**src/rtl/sid_audio_pkg.sv**
```systemverilog
// Shared constants for the SID audio output path: sample width, I2S channel
// encoding and default serialiser timing.
package sid_audio_pkg;

  localparam int SID_SAMPLE_W   = 16;
  localparam int DEF_BCLK_DIV   = 8;
  localparam int DEF_SLOT_BITS  = 32;

  typedef enum logic {
    CH_LEFT  = 1'b0,
    CH_RIGHT = 1'b1
  } i2s_ch_e;

endpackage

```
**src/rtl/sid_i2s_tx_if.sv**
```systemverilog
// Sample-in / I2S-out bundle of the SID serial audio stage.
interface sid_i2s_tx_if
  import sid_audio_pkg::*;
  ();

  logic signed [SID_SAMPLE_W-1:0] SAMPLE;
  logic                           MUTE;
  logic                           I2S_BCLK;
  logic                           I2S_LRCLK;
  logic                           I2S_DATA;
  logic                           FRAME_STROBE;

  modport master (
    output SAMPLE, MUTE,
    input  I2S_BCLK, I2S_LRCLK, I2S_DATA, FRAME_STROBE
  );

  modport slave (
    input  SAMPLE, MUTE,
    output I2S_BCLK, I2S_LRCLK, I2S_DATA, FRAME_STROBE
  );

endinterface

```
**src/rtl/sid_i2s_clkgen.sv**
```systemverilog
// BCLK/LRCLK generator: master-clock divider plus frame bit counter, with
// falling-edge and frame-start event flags for the data path.
module sid_i2s_clkgen
  import sid_audio_pkg::*;
#(
  parameter int BCLK_DIV  = DEF_BCLK_DIV,
  parameter int SLOT_BITS = DEF_SLOT_BITS,
  localparam int PW       = $clog2(SLOT_BITS)
) (
  input  logic          clk,
  input  logic          rst,
  output logic          bclk,
  output logic          lrclk,
  output logic          fall_evt,
  output logic          frame_start,
  output logic [PW-1:0] slot_pos
);

  localparam int FRAME_BITS = 2 * SLOT_BITS;
  localparam int BW         = $clog2(FRAME_BITS);
  localparam int DW         = (BCLK_DIV > 1) ? $clog2(BCLK_DIV) : 1;

  logic [DW-1:0] div_cnt;
  logic [BW-1:0] bit_cnt;
  logic [BW-1:0] bit_nxt;
  logic          toggle;
  logic          wrap;

  assign toggle      = (div_cnt == DW'(BCLK_DIV - 1));
  assign fall_evt    = toggle & bclk;
  assign wrap        = (bit_cnt == BW'(FRAME_BITS - 1));
  assign frame_start = fall_evt & wrap;
  assign bit_nxt     = wrap ? '0 : bit_cnt + 1'b1;

  // Position within the slot that the coming falling edge will present.
  assign slot_pos = (bit_nxt >= BW'(SLOT_BITS)) ? PW'(bit_nxt - BW'(SLOT_BITS))
                                                : PW'(bit_nxt);

  always_ff @(posedge clk) begin
    if (rst) begin
      div_cnt <= '0;
      bclk    <= 1'b0;
      lrclk   <= CH_RIGHT;
      bit_cnt <= BW'(FRAME_BITS - 1);
    end else begin
      div_cnt <= toggle ? '0 : div_cnt + 1'b1;
      if (toggle) bclk <= ~bclk;
      if (fall_evt) begin
        bit_cnt <= bit_nxt;
        lrclk   <= (bit_nxt >= BW'(SLOT_BITS));
      end
    end
  end

endmodule

```
**src/rtl/sid_i2s_tx.sv**
```systemverilog
// Philips I2S transmitter for the SID core output: one held mono sample per
// frame, sent MSB first in both the left and right slots.
module sid_i2s_tx
  import sid_audio_pkg::*;
#(
  parameter int BCLK_DIV    = DEF_BCLK_DIV,
  parameter int SLOT_BITS   = DEF_SLOT_BITS,
  parameter int SAMPLE_BITS = SID_SAMPLE_W
) (
  input  logic         CLK,
  input  logic         RST,
  sid_i2s_tx_if.slave  bus
);

  localparam int PW = $clog2(SLOT_BITS);
  localparam int SW = $clog2(SAMPLE_BITS);

  if (BCLK_DIV < 1 || SLOT_BITS <= SAMPLE_BITS || SAMPLE_BITS != SID_SAMPLE_W) begin : g_param_check
    $error("sid_i2s_tx: illegal BCLK_DIV/SLOT_BITS/SAMPLE_BITS combination");
  end

  logic                          bclk;
  logic                          lrclk;
  logic                          fall_evt;
  logic                          frame_start;
  logic [PW-1:0]                 slot_pos;
  logic signed [SAMPLE_BITS-1:0] hold;
  logic                          data;
  logic                          strobe;

  // Slot position 0 is the I2S delay bit; positions past the word are padding.
  function automatic logic slot_bit(input logic [SAMPLE_BITS-1:0] word,
                                    input logic [PW-1:0]          pos);
    logic bit_v;
    bit_v = 1'b0;
    if (pos != '0 && int'(pos) <= SAMPLE_BITS)
      bit_v = word[SW'(SAMPLE_BITS - int'(pos))];
    return bit_v;
  endfunction

  sid_i2s_clkgen #(
    .BCLK_DIV  (BCLK_DIV),
    .SLOT_BITS (SLOT_BITS)
  ) u_clkgen (
    .clk         (CLK),
    .rst         (RST),
    .bclk        (bclk),
    .lrclk       (lrclk),
    .fall_evt    (fall_evt),
    .frame_start (frame_start),
    .slot_pos    (slot_pos)
  );

  // Frame latch and serial data register, both updated on BCLK falling events.
  always_ff @(posedge CLK) begin
    if (RST) begin
      hold   <= '0;
      data   <= 1'b0;
      strobe <= 1'b0;
    end else begin
      strobe <= frame_start;
      if (frame_start) hold <= bus.MUTE ? '0 : bus.SAMPLE;
      if (fall_evt)    data <= slot_bit(hold, slot_pos);
    end
  end

  assign bus.I2S_BCLK     = bclk;
  assign bus.I2S_LRCLK    = lrclk;
  assign bus.I2S_DATA     = data;
  assign bus.FRAME_STROBE = strobe;

endmodule

```
**src/flat_wrapper.sv**
```systemverilog
// flat-port wrapper written by rule: the top's interface ports become plain ports
module sid_i2s_tx_flat import sid_audio_pkg::*;
#(
  parameter int BCLK_DIV    = DEF_BCLK_DIV,
  parameter int SLOT_BITS   = DEF_SLOT_BITS,
  parameter int SAMPLE_BITS = SID_SAMPLE_W
)
  (CLK, RST, bus_SAMPLE, bus_MUTE, bus_I2S_BCLK, bus_I2S_LRCLK, bus_I2S_DATA, bus_FRAME_STROBE);
  sid_i2s_tx_if bus_i ();
  input  logic CLK;
  input  logic RST;
  input wire logic [$bits(bus_i.SAMPLE)-1:0] bus_SAMPLE;
  input wire logic [$bits(bus_i.MUTE)-1:0] bus_MUTE;
  output wire logic [$bits(bus_i.I2S_BCLK)-1:0] bus_I2S_BCLK;
  output wire logic [$bits(bus_i.I2S_LRCLK)-1:0] bus_I2S_LRCLK;
  output wire logic [$bits(bus_i.I2S_DATA)-1:0] bus_I2S_DATA;
  output wire logic [$bits(bus_i.FRAME_STROBE)-1:0] bus_FRAME_STROBE;
  assign bus_i.SAMPLE = bus_SAMPLE;
  assign bus_i.MUTE = bus_MUTE;
  assign bus_I2S_BCLK = bus_i.I2S_BCLK;
  assign bus_I2S_LRCLK = bus_i.I2S_LRCLK;
  assign bus_I2S_DATA = bus_i.I2S_DATA;
  assign bus_FRAME_STROBE = bus_i.FRAME_STROBE;
  sid_i2s_tx #(.BCLK_DIV(BCLK_DIV), .SLOT_BITS(SLOT_BITS), .SAMPLE_BITS(SAMPLE_BITS)) u_core (.CLK(CLK), .RST(RST), .bus(bus_i));
endmodule
```
**config.mk**
```make
export PLATFORM = sky130hd
export DESIGN_NAME = sid_i2s_tx_flat
export DESIGN_NICKNAME = d
export VERILOG_FILES = /design/src/rtl/sid_audio_pkg.sv /design/src/rtl/sid_i2s_tx_if.sv /design/src/rtl/sid_i2s_clkgen.sv /design/src/rtl/sid_i2s_tx.sv /design/src/flat_wrapper.sv
export SDC_FILE = /design/constraint.sdc
export NUM_CORES = 1
export LEC_CHECK = 0
export CORE_MARGIN = 2
export CORE_UTILIZATION = 45
export CTS_CLUSTER_SIZE = 10
export DETAILED_ROUTE_END_ITERATION = 10
export HOLD_SLACK_MARGIN = 0.06
export PLACE_DENSITY = 0.68
export SLEW_MARGIN = 10
export SYNTH_ARGS = -nofsm -noshare
export SYNTH_HDL_FRONTEND = slang
export SYNTH_SLANG_ARGS = --single-unit
```
**constraint.sdc**
```tcl
create_clock -name CLK -period 4.86 [get_ports CLK]
set_clock_uncertainty 0.05 [all_clocks]
set_input_delay 0.972 -clock CLK [delete_from_list [all_inputs] [get_ports CLK]]
set_output_delay 0.972 -clock CLK [all_outputs]
set_load 0.005 [all_outputs]
```
Yosys cells after proc, flatten, opt, wreduce, memory -nomap -nowiden
Cells that the tools add are included.
Storage, ports and cells
  input port bits: 19
  flip-flop bits (word level): 29
Cells by class
  bitwise gates (word level): 3
  $add $sub $neg: 4
  reductions and logical operators: 3
  eq/ne operators: 2
  muxes and demuxes: 7
  magnitude comparators: 3
Operators with widths (count)
  $mux 16: 1
  $add 6x1->6 const B: 1
  $eq 6x6->1 const B: 1
  $ge 6x6->1 const B: 1
  $lt 4x6->1 const B: 1
  $mux 6: 1
  $le 5x5->1 const B: 1
  $mux 5: 1
  $reduce_bool 5->1: 1
  $sub 5x1->5 const B: 1
  $bmux 1 s4: 1
  $sub 1x4->4 const A: 1
  $add 3x1->3 const B: 1
  $eq 3x3->1 const B: 1
  $mux 1: 3
  $and 1x1->1: 2
  $reduce_or 2->1: 1
  $logic_and 1x1->1: 1
  $not 1->1: 1

Longest topological paths before layout
  word-level depth: 9
  mapped depth: 8
  depth with buffers taken out: 6

Cells and area by module
A second synthesis with hierarchy kept.
Unflattened totals
  cell total of the unflattened synthesis: 160
  area, all modules: 1427.6 µm²
Modules (own cells, without submodules)
  sid_i2s_tx: area each 854.6 µm², cells each 94, times used 1, sequential area each 360.3 µm²
  sid_i2s_clkgen: area each 573.0 µm², cells each 66, times used 1, sequential area each 220.2 µm²

Worst setup path after synthesis
OpenSTA, ideal clock, no wires.
  path kind: flip-flop to flip-flop
  start point: register u_core.u_clkgen.bit_cnt[1]
  end point: register u_core.data (netlist: u_core.bus.I2S_DATA)
  clock period less this slack: 1.889 ns
  data arrival time: 1.712 ns
  required time: 4.683 ns
  library setup time: 0.127 ns
  stages on the path, launching flop included: 6
  slack: 2.971 ns
  cells stage by stage: dfxtp_1 -> ha_1 -> mux4_2 -> mux2_1 -> a211oi_1 -> a211oi_2
On the way
  cells in the longest elaborated chain, start to end: 9
  elaborated cells on any way between the ends: 14
  classes of those cells: add/sub (3); order compare (2); eq/ne (1); mux (6); reduce/logical (2)
RTL lines
  start: declaration: RTL line sid_i2s_clkgen.sv:24  | logic [BW-1:0] bit_cnt;
  start signal: assignment: RTL line sid_i2s_clkgen.sv:44  | bit_cnt <= BW'(FRAME_BITS - 1);
  start signal: assignment: RTL line sid_i2s_clkgen.sv:49  | bit_cnt <= bit_nxt;
  $add 6x1->6 or $eq 6x6->1 (tied branches): RTL line sid_i2s_clkgen.sv:33, sid_i2s_clkgen.sv:31
  $mux 6 (*): RTL line sid_i2s_clkgen.sv:33  | assign bit_nxt = wrap ? '0 : bit_cnt + 1'b1;
  $sub 5x1->5 or $ge 6x6->1 (tied branches): RTL line sid_i2s_clkgen.sv:36  | assign slot_pos = (bit_nxt >= BW'(SLOT_BITS)) ? PW'(bit_nxt - BW'(SLOT_BITS))
  $mux 5 (*): RTL line sid_i2s_clkgen.sv:36
  via u_core.slot_pos[1]: RTL line sid_i2s_tx.sv:26  | logic [PW-1:0] slot_pos;
  $sub 1x4->4: RTL line sid_i2s_tx.sv:37  | bit_v = word[SW'(SAMPLE_BITS - int'(pos))];
  $bmux 1 s4: RTL line sid_i2s_tx.sv:37
  $mux 1 (implied by the code) (2 in a row): RTL line sid_i2s_tx.sv:37
  $mux 1 (*): RTL line sid_i2s_tx.sv:36  | if (pos != '0 && int'(pos) <= SAMPLE_BITS)
  end signal: assignment: RTL line sid_i2s_tx.sv:63  | if (fall_evt) data <= slot_bit(hold, slot_pos);
  end: declaration: RTL line sid_i2s_tx.sv:28  | logic data;
Mark *: on every way through the listed nets, which the timed path passes. The rest lies on a longest branch. The select of a mux whose other input is x is not followed.
A chain may end at the register's enable or synchronous reset.

==> results.md <==
- Avg Cell Area, Syn: 8.89 um2
- Initial antenna violation count: 0
- Power per unit of standard cell area: 240 nW/um2
- Congestion Overflow GR: 0
- TritonCTS buffer count: 5
- Result of the run: finished, final reports clean
- Share of synthesized area occupied by flip-flops and latches: 0.380
- Placed Instance Area: between 1500 and 2000 um2
- Maximum clock insertion buffer count: 2
- Worst Setup End Kind: flip-flop
- Number of clock sinks seen by CTS: 29
- Number of primary I/O pins: 23
- Leakage Power: 0.599 nW
- Worst-Skew Late Latency: 320 ps
- Netlist cell types: 44
- Fill cell total of the finished layout: about 340
- Minimum clock period after layout: 2580 ps
- Via/cell ratio: 5.45
- Via total after detailed routing: 1281
- Number of input and output port buffers inserted: 22
- Core box area: 3310 um2
- Net Count, Synth: 194
- First-iteration detailed-routing DRC count: 77
- Routed wire length per instance: 12.8 um
- Synth Cell Area: 1530 um2
- Async set or reset register ratio after synthesis: 0
- Number of diodes added for antenna fixing: 0
- Worst hold path type: reg2reg
- Total placed cells including tap cells: 227
- # resized after CTS: 0
- Nets: 210
- Layout cell share with drive strength beyond 1: 0.0847
- Total Die Area: roughly 3900 um2
- Synth Instances: 172
- CP Max Fanout: 29
- Arrival time of the worst setup path: 2780 ps
- RePlAce Congestion: 0.879
- Initial Util: 0.462
- Post-layout worst setup margin: 2280 ps
- Top area cells in the synthesized netlist: dfxtp_1 (38%), nand3b_1 (7.9%), a21oi_1 (5.6%)
- Unrepaired setup endpoints after global routing: false
- Wire length of the first global-routing pass: 5150 um
- Std cell rows: 21
- Remaining routing DRC violations: 0
- Final Instance Count excl. Fillers: 235
- Horizontal die dimension: 62.3 um
- Post-synth top area cell: dfxtp_1
- DP Wirelength: 2140 um
- Number of buffers added to fix hold violations after cts: 0
- Dpl ws: approximately 1900 ps
- Most frequently used cell type in the post-synthesis netlist: dfxtp_1
- Crit Path Category: in2reg
- Routed wire length: 3020 um
- Number of iterations in the first detailed-routing pass: 4
- Critical path startpoint category: input port
- Setup repair bufs after CTS: 0
- Cell area after layout: between 1500 and 2000 um2
- Top flip-flop cell by instance count after synthesis: dfxtp_1
- Overall fraction of global-route tracks in use: 0.165
- Y dimension of the die: 62.3 um
- EDFF count, synth: 0
- Buffer type at the clock tree root: clkbuf_4
- Syn-to-layout area delta: 17.8%
- Worst-case headroom to the max-slew limit: 0.339
- Sum of negative setup slack: 0 ps
- Final cycle utilization of the critical path: 0.531
- Via count of the first global-routing pass: between 1000 and 1500
- Max-cap viol count: 0
- H-tree level count: 2
- Final setup violation count: 0
- CTS tree: built
- IR Drop Worst-Case VDD: 0.000135 V
- Required time of the critical path: 5060 ps
- Slew @ Worst Pin: 988 ps
- Count of state elements after synthesis: 29
- Total number of yosys warnings: 0
- Portion of synthesized cell area occupied by the leading cell type: 0.380
- Pin count of the biggest net entering global routing: 30
- Clock-pin slew on the worst setup and hold paths: ~90 ps
- Final hold violation count: 0
- Power, Total: 0.432 mW
- Antenna-violating nets left: 0
- Slew Limit Fails: 0
- List of most frequent post-synthesis cells: dfxtp_1 (29), nand2_1 (22), a21oi_1 (17), nand3b_1 (16), nor2_1 (7)
- Max Clock Freq: 0.387 GHz
-- cells in the final DEF (no fill, tap or decap), types with 4 or more instances in the layout --
master	netlist	routed
nand2_1	22	22
clkdlybuf4s50_1	0	22
nand3b_1	16	16
and2_1	5	5
mux2i_1	6	6
dfxtp_1	29	29
a21oi_1	17	17
nor3_1	4	4
o21ai_0	4	4
xnor2_1	4	4
clkbuf_4	0	5
nor2_1	7	7
-- registers in the layout (all words and copies together), names as in the netlist --
| signal | cells |
|---|---|
| u_core.u_clkgen.bit_cnt | 6 |
| u_core.u_clkgen.div_cnt | 3 |
| u_core.u_clkgen.lrclk | 1 |
| u_core.bus.I2S_DATA | 1 |
| u_core.bus.FRAME_STROBE | 1 |
| u_core.u_clkgen.bclk | 1 |
| u_core.hold | 16 |
-- logic make-up (layout without fill, tap and decap cells) --
group                    Yosys count  in the layout  share of synthesized area
AO/OA/AOI/OAI                     37             37                      0.161
adder cells (fa/ha/maj)            3              3                     0.0246
XOR/XNOR                           6              6                     0.0344
flip-flops                        29             29                      0.380
buffers and inverters             15             32                     0.0540
AND/OR/NAND/NOR                   74             74                      0.285
multiplexers                       8              8                     0.0614
-- through the flow --
step | hold WS [ps] | util
3_5_place_dp | 373 | 0.523
5_1_grt | 429 | 0.544
3_3_place_gp | 367 | 0.523
4_1_cts | 387 | 0.544
6_report | 383 | 0.544
2_1_floorplan | 354 | -
-- report_power, final --
group	internal [mW]	leakage [nW]	switching (mW)	total, mW
Combinational	0.0168	0.323	0.00765	0.0245
Sequential	0.240	0.234	0.000833	0.240
Clock	0.0837	0.0413	0.0830	0.167
Total	0.340	0.599	0.0915	0.432
-- critical path, stage by stage --
cell	delay [ps]
clkdlybuf4s50_1	910
nor3b_1	550
a211oi_1	110
a211oi_2	240
-- metal layers --
layer | track usage | routed length [um] | vias to the layer above
li1 | - | - | 648
met1 | 0.182 | 1340 | 585
met2 | 0.284 | 1440 | 40
met3 | 0.0507 | 173 | 8
met4 | 0.0861 | 64 | 0
met5 | 0 | 0 | -
-- layout make-up --
| cell class | instances | area, um2 | area share |
|---|---|---|---|
| multi-input combinational | 128 | 866 | 0.481 |
| timing repair buffer | 22 | 220 | 0.122 |
| sequential | 29 | 581 | 0.322 |
| tap | 46 | 57.6 | 0.0319 |
| clock buffer | 7 | 65.1 | 0.0361 |
| clock inverter | 1 | 5.00 | 0.00278 |
| inverter | 2 | 7.51 | 0.00417 |
-- worst paths after layout --
kind / cells after the start / slack (ps) / to / from
max: 4 / 2280 / u_core.bus.I2S_DATA / RST
min: 1 / 380 / u_core.u_clkgen.div_cnt[0] / u_core.u_clkgen.div_cnt[0]
max reg2reg: 5 / 2410 / u_core.bus.I2S_DATA / u_core.u_clkgen.bit_cnt[0]
min reg2reg: 1 / 380 / u_core.u_clkgen.div_cnt[0] / u_core.u_clkgen.div_cnt[0]
No activity file was read; power rests on OpenSTA's default activity.
==> RTL edit 1: new RTL, config.mk and constraints unchanged <==
Make the reset (`RST` and `rst`) asynchronous in 2 clocked blocks.
--- a/src/rtl/sid_i2s_clkgen.sv
+++ b/src/rtl/sid_i2s_clkgen.sv
@@ -38,3 +38,3 @@
 
-  always_ff @(posedge clk) begin
+  always_ff @(posedge clk or posedge rst) begin
     if (rst) begin
--- a/src/rtl/sid_i2s_tx.sv
+++ b/src/rtl/sid_i2s_tx.sv
@@ -54,3 +54,3 @@
   // Frame latch and serial data register, both updated on BCLK falling events.
-  always_ff @(posedge CLK) begin
+  always_ff @(posedge CLK or posedge RST) begin
     if (RST) begin
Check against the original RTL: differs if RST is asserted again (counterexample within 10 cycles, from zero or initial values and one cycle with RST high); with RST held inactive, the same outputs for 10 cycles.
==> RTL edit 1 against the unedited design <==
  * Clock power is 16% lower
  * Worst setup slack worse by 240 ps
  * Power is 5.9% lower
  * Count of clock-buffer cells in the layout is 1 lower
  * Core utilization is 1.4 points higher
  * Sequential share of layout area is 6.3 points higher
  * Routed wire length is 2.9% lower
  * Critical path depth is 1 higher
  * Largest power group unchanged
  * Cell area is 5.9% higher
  * Via count is 2.7% lower
  * Synthesized area is 7.3% higher
  * Global-route usage is 0.080 points higher
  * Critical path type is now reg2reg
  * Sequential cell count stayed put
  * First-iteration DRC count is 19% lower
==> RTL edit 1: results <==
export IMPL_grt_use_met2=0.267
export IMPL_drt_iter0_markers=62
export IMPL_drive_above_1_share=0.148
export IMPL_slowest_stage="nand3_1"
export IMPL_worst_path_largest_cell_delay_ps=750
export IMPL_whs_path_depth=1
export IMPL_met3_usage=0.0616
export IMPL_synth_flop_cell="dfrtp_1"
export IMPL_synth_compound_area_share=0.183
export IMPL_io_buffers=22
export IMPL_grt_pass1_wl_um=5270
export IMPL_synth_async_reset_ratio=1.00
export IMPL_worst_path_max_fanout=33
export IMPL_num_vias=1246
export IMPL_wl_met2_um=1420
export IMPL_cp_arrival_ps=2920
export IMPL_ir_worst_vdd_v=0.000143
export IMPL_use_met1=0.211
export IMPL_syn_num_nets=192
export IMPL_grtUsageTotal=0.165
export IMPL_muxShareOfSynthArea=0.0648
export IMPL_grt_max_degree=34
export IMPL_final_nets=210
export IMPL_critPathTopFamily="simple AND/OR/NAND/NOR gates"
export IMPL_relSlewSlack=0.350
export IMPL_synthAdderAreaFrac=0.0229
export IMPL_clkTransAtPathRegs_ps=90
export IMPL_post_dp_cell_area_um2=1860
export IMPL_clk_path_buf_depth=2
export IMPL_wl_um=2930
export IMPL_cts_resized_gates=0
export IMPL_wl_met3_um=136
export IMPL_largestRegisters="u_core.hold (16), u_core.u_clkgen.bit_cnt (6), u_core.u_clkgen.div_cnt (3)"
export IMPL_cts_buffers=5
export IMPL_insertion_delay_ps=320
export IMPL_yosys_top_cells_area="dfrtp_1, dfstp_2, nand2_1"
export IMPL_diodes=0
export IMPL_wl_met1_um=1360
export IMPL_dp_hpwl_um=2120
export IMPL_synth_seq_area_share=0.448
export IMPL_place_congestion=0.834
export IMPL_synth_common_cells="nand2_1, dfrtp_1, o21ai_0"
export IMPL_grt_busiest_layer="met2"
export IMPL_p_leak_nw=0.779
export IMPL_status="finished, final reports clean"
export IMPL_grt_pass1_vias=1158
export IMPL_yosysWarnings=0
export IMPL_synth_xor_area_frac=0.0214
export IMPL_clockRootBuffer="clkbuf_4"
export IMPL_fillers=317
RTL edit 1: final cells by class:
cell class | count | area [um2] | area share
clock inverter | 2 | 10.0 | 0.00525
inverter | 4 | 15.0 | 0.00787
timing repair buffer | 23 | 228 | 0.119
sequential | 29 | 734 | 0.385
multi-input combinational | 125 | 822 | 0.431
tap | 46 | 57.6 | 0.0302
clock buffer | 6 | 41.3 | 0.0216
RTL edit 1: worst paths after layout:
path | start | end | slack [ps]
worst max-delay path | u_core.u_clkgen.bit_cnt[0]$_DFFE_PP1P_ | u_core.hold[8]$_DFFE_PP0P_ | 2040
max in group asynchronous | RST | u_core.u_clkgen.bit_cnt[0]$_DFFE_PP1P_ | 3480
min in group asynchronous | RST | u_core.bus.FRAME_STROBE$_DFF_PP0_ | 970
worst min-delay path | u_core.u_clkgen.div_cnt[0]$_DFF_PP0_ | u_core.u_clkgen.div_cnt[0]$_DFF_PP0_ | 390
worst min register to register | u_core.u_clkgen.div_cnt[0]$_DFF_PP0_ | u_core.u_clkgen.div_cnt[0]$_DFF_PP0_ | 390
worst max register to register | u_core.u_clkgen.bit_cnt[0]$_DFFE_PP1P_ | u_core.hold[8]$_DFFE_PP0P_ | 2040
RTL edit 1: through the flow:
step,hold WS (ps),std cells,power [mW],worst slack [ps],utilization
6_report,386,235,0.406,2040,0.559
5_1_grt,405,235,0.428,1680,0.559
4_1_cts,392,235,0.414,2030,0.559
3_5_place_dp,379,227,0.272,2040,0.544
3_3_place_gp,365,227,0.271,2220,0.544
2_1_floorplan,353,170,0.254,2890,-
RTL edit 1: power by group:
part	total [mW]	switching (mW)	internal (mW)	leakage, nW
sequential	0.241	0	0.241	0.287
clock	0.140	0.0845	0.0550	0.0320
combinational	0.0252	0.00887	0.0163	0.460
==> RTL edit 2: new RTL, config.mk and constraints unchanged <==
Without the edit above. `DEF_SLOT_BITS`: 32 -> 64.
--- a/src/rtl/sid_audio_pkg.sv
+++ b/src/rtl/sid_audio_pkg.sv
@@ -6,3 +6,3 @@
   localparam int DEF_BCLK_DIV   = 8;
-  localparam int DEF_SLOT_BITS  = 32;
+  localparam int DEF_SLOT_BITS  = 64;
 
Behaviour: no difference found for any inputs over 10 cycles, from zero or initial values and one cycle with RST high; that may be too few to reach the edited logic, so the function may still have changed.
==> RTL edit 2 against the unedited design <==
  * Cell area fell by 8.0%
  * Final cell count down 21%
  * Worst setup slack lost 170 ps
  * Sequential cell count did not move
  * Non-clock buffer count grew 1
  * Synthesized area is 12% lower
  * Power up 9.8%
  * Routed wire length down 8.3%
==> RTL edit 2: results <==
export IMPL_status="finished, final reports clean"
export IMPL_grt_pass1_wl_um=4750
export IMPL_place_congestion=0.832
export IMPL_muxShareOfSynthArea=0.0474
export IMPL_grt_max_degree=17
export IMPL_worst_path_max_fanout=15
export IMPL_rr_worst_depth=7
export IMPL_r2r_slack_ps=2110
export IMPL_dp_hpwl_um=2000
export IMPL_whs_ps=389
export IMPL_synth_seq_area_share=0.432
export IMPL_p_leak_nw=0.666
export IMPL_placedCellCount=178
export IMPL_num_vias=1112
export IMPL_synthAdderAreaFrac=0.0279
export IMPL_tightest_slew_ps=571
export IMPL_p_total_mw=0.474
export IMPL_synth_xor_area_frac=0.0195
export IMPL_synth_compound_area_share=0.283
export IMPL_comb_power_mw=0.0231
export IMPL_avgSynthCellArea_um2=10.2
export IMPL_fillers=255
export IMPL_layout_cells_non_filler=186
export IMPL_final_nets=176
export IMPL_ir_worst_vdd_v=0.000170
export IMPL_synth_common_cells="dfxtp_1, a22o_1, a21oi_1, nand2_1, nand3_1"
export IMPL_grtUsageTotal=0.185
export IMPL_yosys_top_cells_area="dfxtp_1, a22o_1, ha_1"
## RTL edit 2: worst min-delay path by stage
stage,end,cells after the start
floorplan,u_core.u_clkgen.div_cnt[0]$_SDFF_PP0_,1
global placement,u_core.u_clkgen.div_cnt[0]$_SDFF_PP0_,1
detailed placement,u_core.u_clkgen.div_cnt[0]$_SDFF_PP0_,1
CTS,u_core.u_clkgen.div_cnt[0]$_SDFF_PP0_,1
global route,u_core.u_clkgen.div_cnt[0]$_SDFF_PP0_,1
finish,u_core.u_clkgen.div_cnt[0]$_SDFF_PP0_,1
## RTL edit 2: final cells by class
cell class,count,area share
multi-input cells,93,0.431
flip-flops and latches,29,0.350
repair buffers,23,0.137
clock buffers,6,0.0309
well taps,31,0.0234
clock inverters,2,0.0226
inverters,2,0.00453
## RTL edit 2: layer usage
layer	vias up	track usage	wire [um]
met2	32	0.326	1350
met1	522	0.199	1240
met3	4	0.0659	152
met5	-	0	0
li1	554	-	-
met4	0	0.0779	28
